==> src/rtl/muldiv_unit_pkg.sv <==
`timescale 1ns/1ps
`default_nettype none
// ============================================================================
// Module   : muldiv_unit_pkg
// Purpose  : Opcode/funct constants and FSM state encoding for muldiv_unit
// Revision : 1.0
// ============================================================================
package muldiv_unit_pkg;

    localparam logic [5:0] OP_RTYPE = 6'h00;

    localparam logic [5:0] F_MFHI   = 6'h10;
    localparam logic [5:0] F_MTHI   = 6'h11;
    localparam logic [5:0] F_MFLO   = 6'h12;
    localparam logic [5:0] F_MTLO   = 6'h13;
    localparam logic [5:0] F_MULT   = 6'h18;
    localparam logic [5:0] F_MULTU  = 6'h19;
    localparam logic [5:0] F_DIV    = 6'h1A;
    localparam logic [5:0] F_DIVU   = 6'h1B;

    typedef enum logic [1:0] {
        ST_IDLE = 2'd0,
        ST_RUN  = 2'd1,
        ST_FIX  = 2'd2
    } state_e;

endpackage : muldiv_unit_pkg
`default_nettype wire

==> src/rtl/muldiv_step.sv <==
`timescale 1ns/1ps
`default_nettype none
// ============================================================================
// Module   : muldiv_step
// Purpose  : One radix-2 iteration: shift-add multiply or restoring divide
// Revision : 1.0
// ============================================================================
module muldiv_step #(
    parameter int WIDTH = 32
) (
    input  logic                 div_mode,
    input  logic [2*WIDTH-1:0]   acc_in,
    input  logic [WIDTH-1:0]     operand_b,
    output logic [2*WIDTH-1:0]   acc_out
);

    logic [WIDTH:0]   sum;
    logic [WIDTH:0]   trial;
    logic [WIDTH-1:0] diff;

    always_comb begin
        sum   = {1'b0, acc_in[2*WIDTH-1:WIDTH]} + (acc_in[0] ? {1'b0, operand_b} : '0);
        trial = {acc_in[2*WIDTH-1:WIDTH], acc_in[WIDTH-1]};
        // When trial >= divisor the true difference is below the divisor, so W bits suffice
        diff  = trial[WIDTH-1:0] - operand_b;
        if (div_mode) begin
            if (trial >= {1'b0, operand_b}) begin
                acc_out = {diff, acc_in[WIDTH-2:0], 1'b1};
            end else begin
                acc_out = {trial[WIDTH-1:0], acc_in[WIDTH-2:0], 1'b0};
            end
        end else begin
            acc_out = {sum, acc_in[WIDTH-1:1]};
        end
    end

endmodule : muldiv_step
`default_nettype wire

==> src/rtl/muldiv_unit.sv <==
`timescale 1ns/1ps
`default_nettype none
// ============================================================================
// Module   : muldiv_unit
// Purpose  : Iterative multiply/divide unit with HI/LO and single-cycle moves
// Revision : 1.0
// ============================================================================
module muldiv_unit
    import muldiv_unit_pkg::*;
#(
    parameter int WIDTH = 32
) (
    input  logic             clk,
    input  logic             reset_n,
    input  logic             valid_in,
    output logic             ready_out,
    input  logic [5:0]       opcode,
    input  logic [5:0]       funct,
    input  logic [WIDTH-1:0] rs_val,
    input  logic [WIDTH-1:0] rt_val,
    output logic [WIDTH-1:0] hi,
    output logic [WIDTH-1:0] lo,
    output logic [WIDTH-1:0] rd_val,
    output logic             rd_valid,
    output logic             done,
    output logic             div0,
    output logic             illegal
);

    localparam int             CNT_W    = $clog2(WIDTH) + 1;
    localparam logic [CNT_W-1:0] CNT_INIT = CNT_W'(WIDTH);
    localparam logic [CNT_W-1:0] CNT_ONE  = CNT_W'(1);

    state_e               state_q, state_d;
    logic [CNT_W-1:0]     cnt_q, cnt_d;
    logic [2*WIDTH-1:0]   acc_q, acc_d;
    logic [WIDTH-1:0]     opb_q, opb_d;
    logic                 is_div_q, is_div_d;
    logic                 neg_res_q, neg_res_d;
    logic                 neg_rem_q, neg_rem_d;
    logic [WIDTH-1:0]     hi_q, hi_d;
    logic [WIDTH-1:0]     lo_q, lo_d;
    logic [WIDTH-1:0]     rd_val_q, rd_val_d;
    logic                 rd_valid_q, rd_valid_d;
    logic                 done_q, done_d;
    logic                 div0_q, div0_d;
    logic                 illegal_q, illegal_d;

    logic [2*WIDTH-1:0]   step_acc;
    logic                 op_signed;
    logic                 sign_a;
    logic                 sign_b;
    logic [WIDTH-1:0]     mag_a;
    logic [WIDTH-1:0]     mag_b;
    logic [2*WIDTH-1:0]   prod_fix;
    logic [WIDTH-1:0]     quo_fix;
    logic [WIDTH-1:0]     rem_fix;
    logic                 div_by_zero;

    muldiv_step #(.WIDTH(WIDTH)) u_step (
        .div_mode  (is_div_q),
        .acc_in    (acc_q),
        .operand_b (opb_q),
        .acc_out   (step_acc)
    );

    // MULT/DIV have funct[0] clear; their unsigned twins have it set
    assign op_signed   = ~funct[0];
    assign sign_a      = op_signed & rs_val[WIDTH-1];
    assign sign_b      = op_signed & rt_val[WIDTH-1];
    assign mag_a       = sign_a ? -rs_val : rs_val;
    assign mag_b       = sign_b ? -rt_val : rt_val;
    assign prod_fix    = neg_res_q ? -acc_q : acc_q;
    assign quo_fix     = neg_res_q ? -acc_q[WIDTH-1:0] : acc_q[WIDTH-1:0];
    assign rem_fix     = neg_rem_q ? -acc_q[2*WIDTH-1:WIDTH] : acc_q[2*WIDTH-1:WIDTH];
    assign div_by_zero = (opb_q == '0);

    always_comb begin
        state_d    = state_q;
        cnt_d      = cnt_q;
        acc_d      = acc_q;
        opb_d      = opb_q;
        is_div_d   = is_div_q;
        neg_res_d  = neg_res_q;
        neg_rem_d  = neg_rem_q;
        hi_d       = hi_q;
        lo_d       = lo_q;
        rd_val_d   = rd_val_q;
        rd_valid_d = 1'b0;
        done_d     = 1'b0;
        div0_d     = 1'b0;
        illegal_d  = 1'b0;

        case (state_q)
            ST_IDLE: begin
                if (valid_in) begin
                    if (opcode != OP_RTYPE) begin
                        illegal_d = 1'b1;
                    end else begin
                        case (funct)
                            F_MFHI: begin
                                rd_val_d   = hi_q;
                                rd_valid_d = 1'b1;
                            end
                            F_MFLO: begin
                                rd_val_d   = lo_q;
                                rd_valid_d = 1'b1;
                            end
                            F_MTHI: hi_d = rs_val;
                            F_MTLO: lo_d = rs_val;
                            F_MULT, F_MULTU, F_DIV, F_DIVU: begin
                                state_d   = ST_RUN;
                                cnt_d     = CNT_INIT;
                                is_div_d  = funct[1];
                                acc_d     = {{WIDTH{1'b0}}, mag_a};
                                opb_d     = mag_b;
                                neg_res_d = sign_a ^ sign_b;
                                neg_rem_d = sign_a;
                            end
                            default: illegal_d = 1'b1;
                        endcase
                    end
                end
            end
            ST_RUN: begin
                acc_d = step_acc;
                cnt_d = cnt_q - CNT_ONE;
                if (cnt_q == CNT_ONE) begin
                    state_d = ST_FIX;
                end
            end
            ST_FIX: begin
                state_d = ST_IDLE;
                done_d  = 1'b1;
                if (is_div_q) begin
                    // Divisor zero leaves the dividend as remainder; only the quotient is forced
                    div0_d = div_by_zero;
                    lo_d   = div_by_zero ? '1 : quo_fix;
                    hi_d   = rem_fix;
                end else begin
                    lo_d   = prod_fix[WIDTH-1:0];
                    hi_d   = prod_fix[2*WIDTH-1:WIDTH];
                end
            end
            default: state_d = ST_IDLE;
        endcase
    end

    always_ff @(posedge clk or negedge reset_n) begin
        if (!reset_n) begin
            state_q    <= ST_IDLE;
            cnt_q      <= '0;
            acc_q      <= '0;
            opb_q      <= '0;
            is_div_q   <= 1'b0;
            neg_res_q  <= 1'b0;
            neg_rem_q  <= 1'b0;
            hi_q       <= '0;
            lo_q       <= '0;
            rd_val_q   <= '0;
            rd_valid_q <= 1'b0;
            done_q     <= 1'b0;
            div0_q     <= 1'b0;
            illegal_q  <= 1'b0;
        end else begin
            state_q    <= state_d;
            cnt_q      <= cnt_d;
            acc_q      <= acc_d;
            opb_q      <= opb_d;
            is_div_q   <= is_div_d;
            neg_res_q  <= neg_res_d;
            neg_rem_q  <= neg_rem_d;
            hi_q       <= hi_d;
            lo_q       <= lo_d;
            rd_val_q   <= rd_val_d;
            rd_valid_q <= rd_valid_d;
            done_q     <= done_d;
            div0_q     <= div0_d;
            illegal_q  <= illegal_d;
        end
    end

    assign ready_out = (state_q == ST_IDLE);
    assign hi        = hi_q;
    assign lo        = lo_q;
    assign rd_val    = rd_val_q;
    assign rd_valid  = rd_valid_q;
    assign done      = done_q;
    assign div0      = div0_q;
    assign illegal   = illegal_q;

endmodule : muldiv_unit
`default_nettype wire

==> config.mk <==
export PLATFORM = sky130hd
export DESIGN_NAME = muldiv_unit
export DESIGN_NICKNAME = d
export VERILOG_FILES = /design/src/rtl/muldiv_unit_pkg.sv /design/src/rtl/muldiv_step.sv /design/src/rtl/muldiv_unit.sv
export SDC_FILE = /design/constraint.sdc
export NUM_CORES = 1
export LEC_CHECK = 0
export CORE_MARGIN = 2
export CORE_UTILIZATION = 54
export CTS_BUF_LIST = sky130_fd_sc_hd__clkbuf_8
export CTS_CLUSTER_DIAMETER = 80
export DETAILED_ROUTE_END_ITERATION = 12
export PLACE_DENSITY = 0.8
export SLEW_MARGIN = 20
export SYNTH_ARGS = -nofsm -noshare
export SYNTH_HDL_FRONTEND = slang
export SYNTH_SLANG_ARGS = --single-unit
export TNS_END_PERCENT = 100
==> constraint.sdc <==
create_clock -name clk -period 3.2 [get_ports clk]
set_input_delay 0.48 -clock clk [delete_from_list [all_inputs] [get_ports clk]]
set_output_delay 0.48 -clock clk [all_outputs]
set_load 0.02 [all_outputs]
==> impl_metrics.csv <==
group,metric,value,unit
sta,fin_crit_sh,98.4,%
status,status,"complete, but fails checks",
synth,synth.avg_cell_area,8.06,sq um
global_routing,grt_remaining_overflow,0,
floorplanning,num_rows,63,
setup_path,critPathCaptureType,"register",
drt,vias_per_cell,6.28,
synth,syn-num-nets,2144,
place,gp_congestion,1.04,
cts,clockBufferDepth,3,
drt,firstDrtPassIters,9,
cts,root_buffer,"clkbuf_8",
floorplanning,start_util,54.5,%
synth,ys_ff_latch,207,
sta,clock_skew,0.0221,ns
setup_path,cp.arrival,3.56,ns
cts,clk_pin_slew,0.06,ns
status,failed_checks,"negative hold slack",
finish,drive_above_1_share,17.5,%
synth,synth_top_area_share,32.2,%
synth,synth-seq-area-share,32.2,%
sta,fmax,318,MHz
drt,routedWlPerCell,21.6,um
sta,hold_violations,3,
floorplanning,die-area,31100,sq um
synth,synth_largest_area_cell,"dfrtp_1",
cts,cts_hold_buf,0,
synth,synth_ff_type,"dfrtp_1",
synth,synth_cell_types,80,
cts,htreeDepth,2,
drt,ant_nets,0,
setup_path,crit_required,3.62,ns
global_routing,grt_pass1_wl,92000,um
setup_path,path_max_fanout,5,
finish,nets,2519,
sta,fin_tns_setup,0,ns
global_routing,grt_use_total,37.8,%
finish,multi_input_area,10500,sq um
finish,ff_latch_area,5180,sq um
global_routing,antenna_found_initial,0,
floorplanning,design.core.area,29500,sq um
setup_path,crit_start,"acc_q[1]",
floorplanning,die_w,176,um
place,dp_hpwl,46000,um
pwr,p_clk_share,25.2,%
cts,cts_buffers,36,
cts,cts_sinks,207,
cts,cts_tree,"yes",
drt,drc,0,
synth,async_flop_share,100,%
sta,rsz0062_at_grt,"yes",
global_routing,grt_pass1_vias,16900,
pwr,power_frac_seq,29.4,%
pwr,peakVddDrop,0.000316,V
finish,flow.area_growth_from_synthesis,32.2,%
pwr,switching_power,3.82,mW
setup_path,reg2reg_from,"acc_q[1]",
synth,synth_edf_count,0,
sta,worst_slew_pin_slew,0.795,ns
drt,wl,60100,um
sta,worst_hold_slack,-0.0187,ns
pwr,cellLeakagePower,9.52,nW
finish,layout_commonest_cell,"buf_4",
floorplanning,die_h,176,um
setup_path,crit_path_start_kind,"register",
finish,final_cell_mix,"buf_4 (257), nor2_1 (224), nand2_1 (218)",
setup_path,crit_type,"reg2reg",
sta,setup_viol,0,
setup_path,r2r_slack,0.05,ns
pwr,power.density,480,nW/um^2
synth,yosys_warnings,0,
global_routing,grt_max_degree,84,
floorplanning,io_pins,180,
synth,ys_top_cells_by_area,"dfrtp_1 (32%), o21ai_0 (6.4%), ha_1 (5.5%)",
place,port-buffer-count,179,
min_path,hp-class,"in2async",
synth,synth_cells,1993,
pwr,p_sw_share,37.5,%
cts,clk_latency,0.55,ns
sta,slew_headroom,46.8,%
drt,drt_iter0_drc,1787,
drt,vias,17500,
finish,antennaDiodeCount,0,
finish,fillers,2329,
job,cap_viol_max_count,0,
sta,slew_viol_final,0,
synth,synth_area,16100,sq um
pwr,p_int,6.37,mW
pwr,comb_power_share,45.4,%
sta,period_needed,3.15,ns
==> synthesized netlist by cell type (27+ instances only) <==
master,number
clkbuf_1,97
nand3_1,34
o22a_1,33
a221oi_1,27
xor2_1,87
nor2_1,229
nor3_1,33
xnor2_1,84
dfrtp_1,207
a21o_1,27
o31ai_1,38
nand2_1,218
inv_1,62
o21ai_0,205
mux2i_1,54
a21oi_1,138
ha_1,70
==> cells by family after synthesis <==
family	Yosys count	synth area share, %
and+or+nand+nor	673	19.5
DFF	207	32.2
AOI/OAI and AO/OA	628	25.0
adders and majority gates	72	5.70
xor gates and xnor gates	171	9.32
muxes	60	3.79
buffers and inverters	182	4.52
==> per-layer routing <==
| metal | track usage [%] | part of all wire, % | up-vias |
|---|---|---|---|
| met2 | 64.2 | 47 | 967 |
| li1 | - | - | 7959 |
| met4 | 23.4 | 7.2 | 0 |
| met3 | 5.56 | 8.0 | 247 |
| met5 | 0 | 0 | - |
| met1 | 45.0 | 38 | 8298 |
==> power groups by stage <==
stage	Combinational, mW	Clock, mW	Sequential, mW
CTS	4.24	2.59	2.98
detailed placement	4.05	0	3.03
finish	4.63	2.57	2.99
floorplan	2.28	0	3.09
global route	4.94	2.71	3.01
global placement	3.99	0	3.02
==> path summary, 6_finish.rpt <==
path                              to  cells past startpoint
max                           hi[21]                     11
min                         acc_q[8]                      1
max reg2reg                   hi[21]                     11
min reg2reg                opb_q[22]                      2
max in group asynchronous     hi[30]                      2
min in group clk           opb_q[22]                      2
==> critical path: stages, from the launching register on <==
cell and delay (ns):
dfrtp_1 0.41, buf_4 0.19, nor3_2 0.34, and4b_1 0.38
nand4_2 0.14, or3_1 0.43, buf_4 0.19, o221a_4 0.26
a21oi_2 0.12, xor2_1 0.15, o21ai_1 0.11, mux2_2 0.29
==> per-stage QoR <==
stage	power, mW	setup WS (ns)	std cells	util, %	area, sq um
final	10.2	0.0510	2783	72.0	21200
after global routing	10.7	-0.0332	2783	72.0	21200
after CTS	9.81	-0.00439	2768	70.6	20800
after detailed placement	7.08	-0.408	2701	67.7	19900
after global placement	7.01	-0.400	2701	67.7	19900
after floorplan	5.38	0.0323	1993	-	16100
==> layout make-up <==
class                      instances  share of cell area [%]
inverter                          64                    1.17
tap                              390                    2.30
sequential                       207                    24.4
clock inverter                    23                   0.855
clock buffer                      40                    2.59
multi-input combinational       1604                    49.5
timing repair buffer             455                    19.2
==> sequential cells by signal, summed over array words and instances (netlist names), 2 cells and up <==
| signal | count |
|---|---|
| acc_q | 64 |
| hi | 32 |
| opb_q | 32 |
| rd_val | 32 |
| state_q | 2 |
| lo | 32 |
| cnt_q | 6 |
==> repair_timing <==
item / 4_1_cts / 5_1_grt
endpoints found under the setup margin: 29 / 47
gates resized for setup: 19 / 69
pin swaps: 8 / 41
cloned: 1 / 2
buffers inserted: 3 / 15
hold endpoints to repair: 0 / 0
No activity file was read; power rests on OpenSTA's default activity.
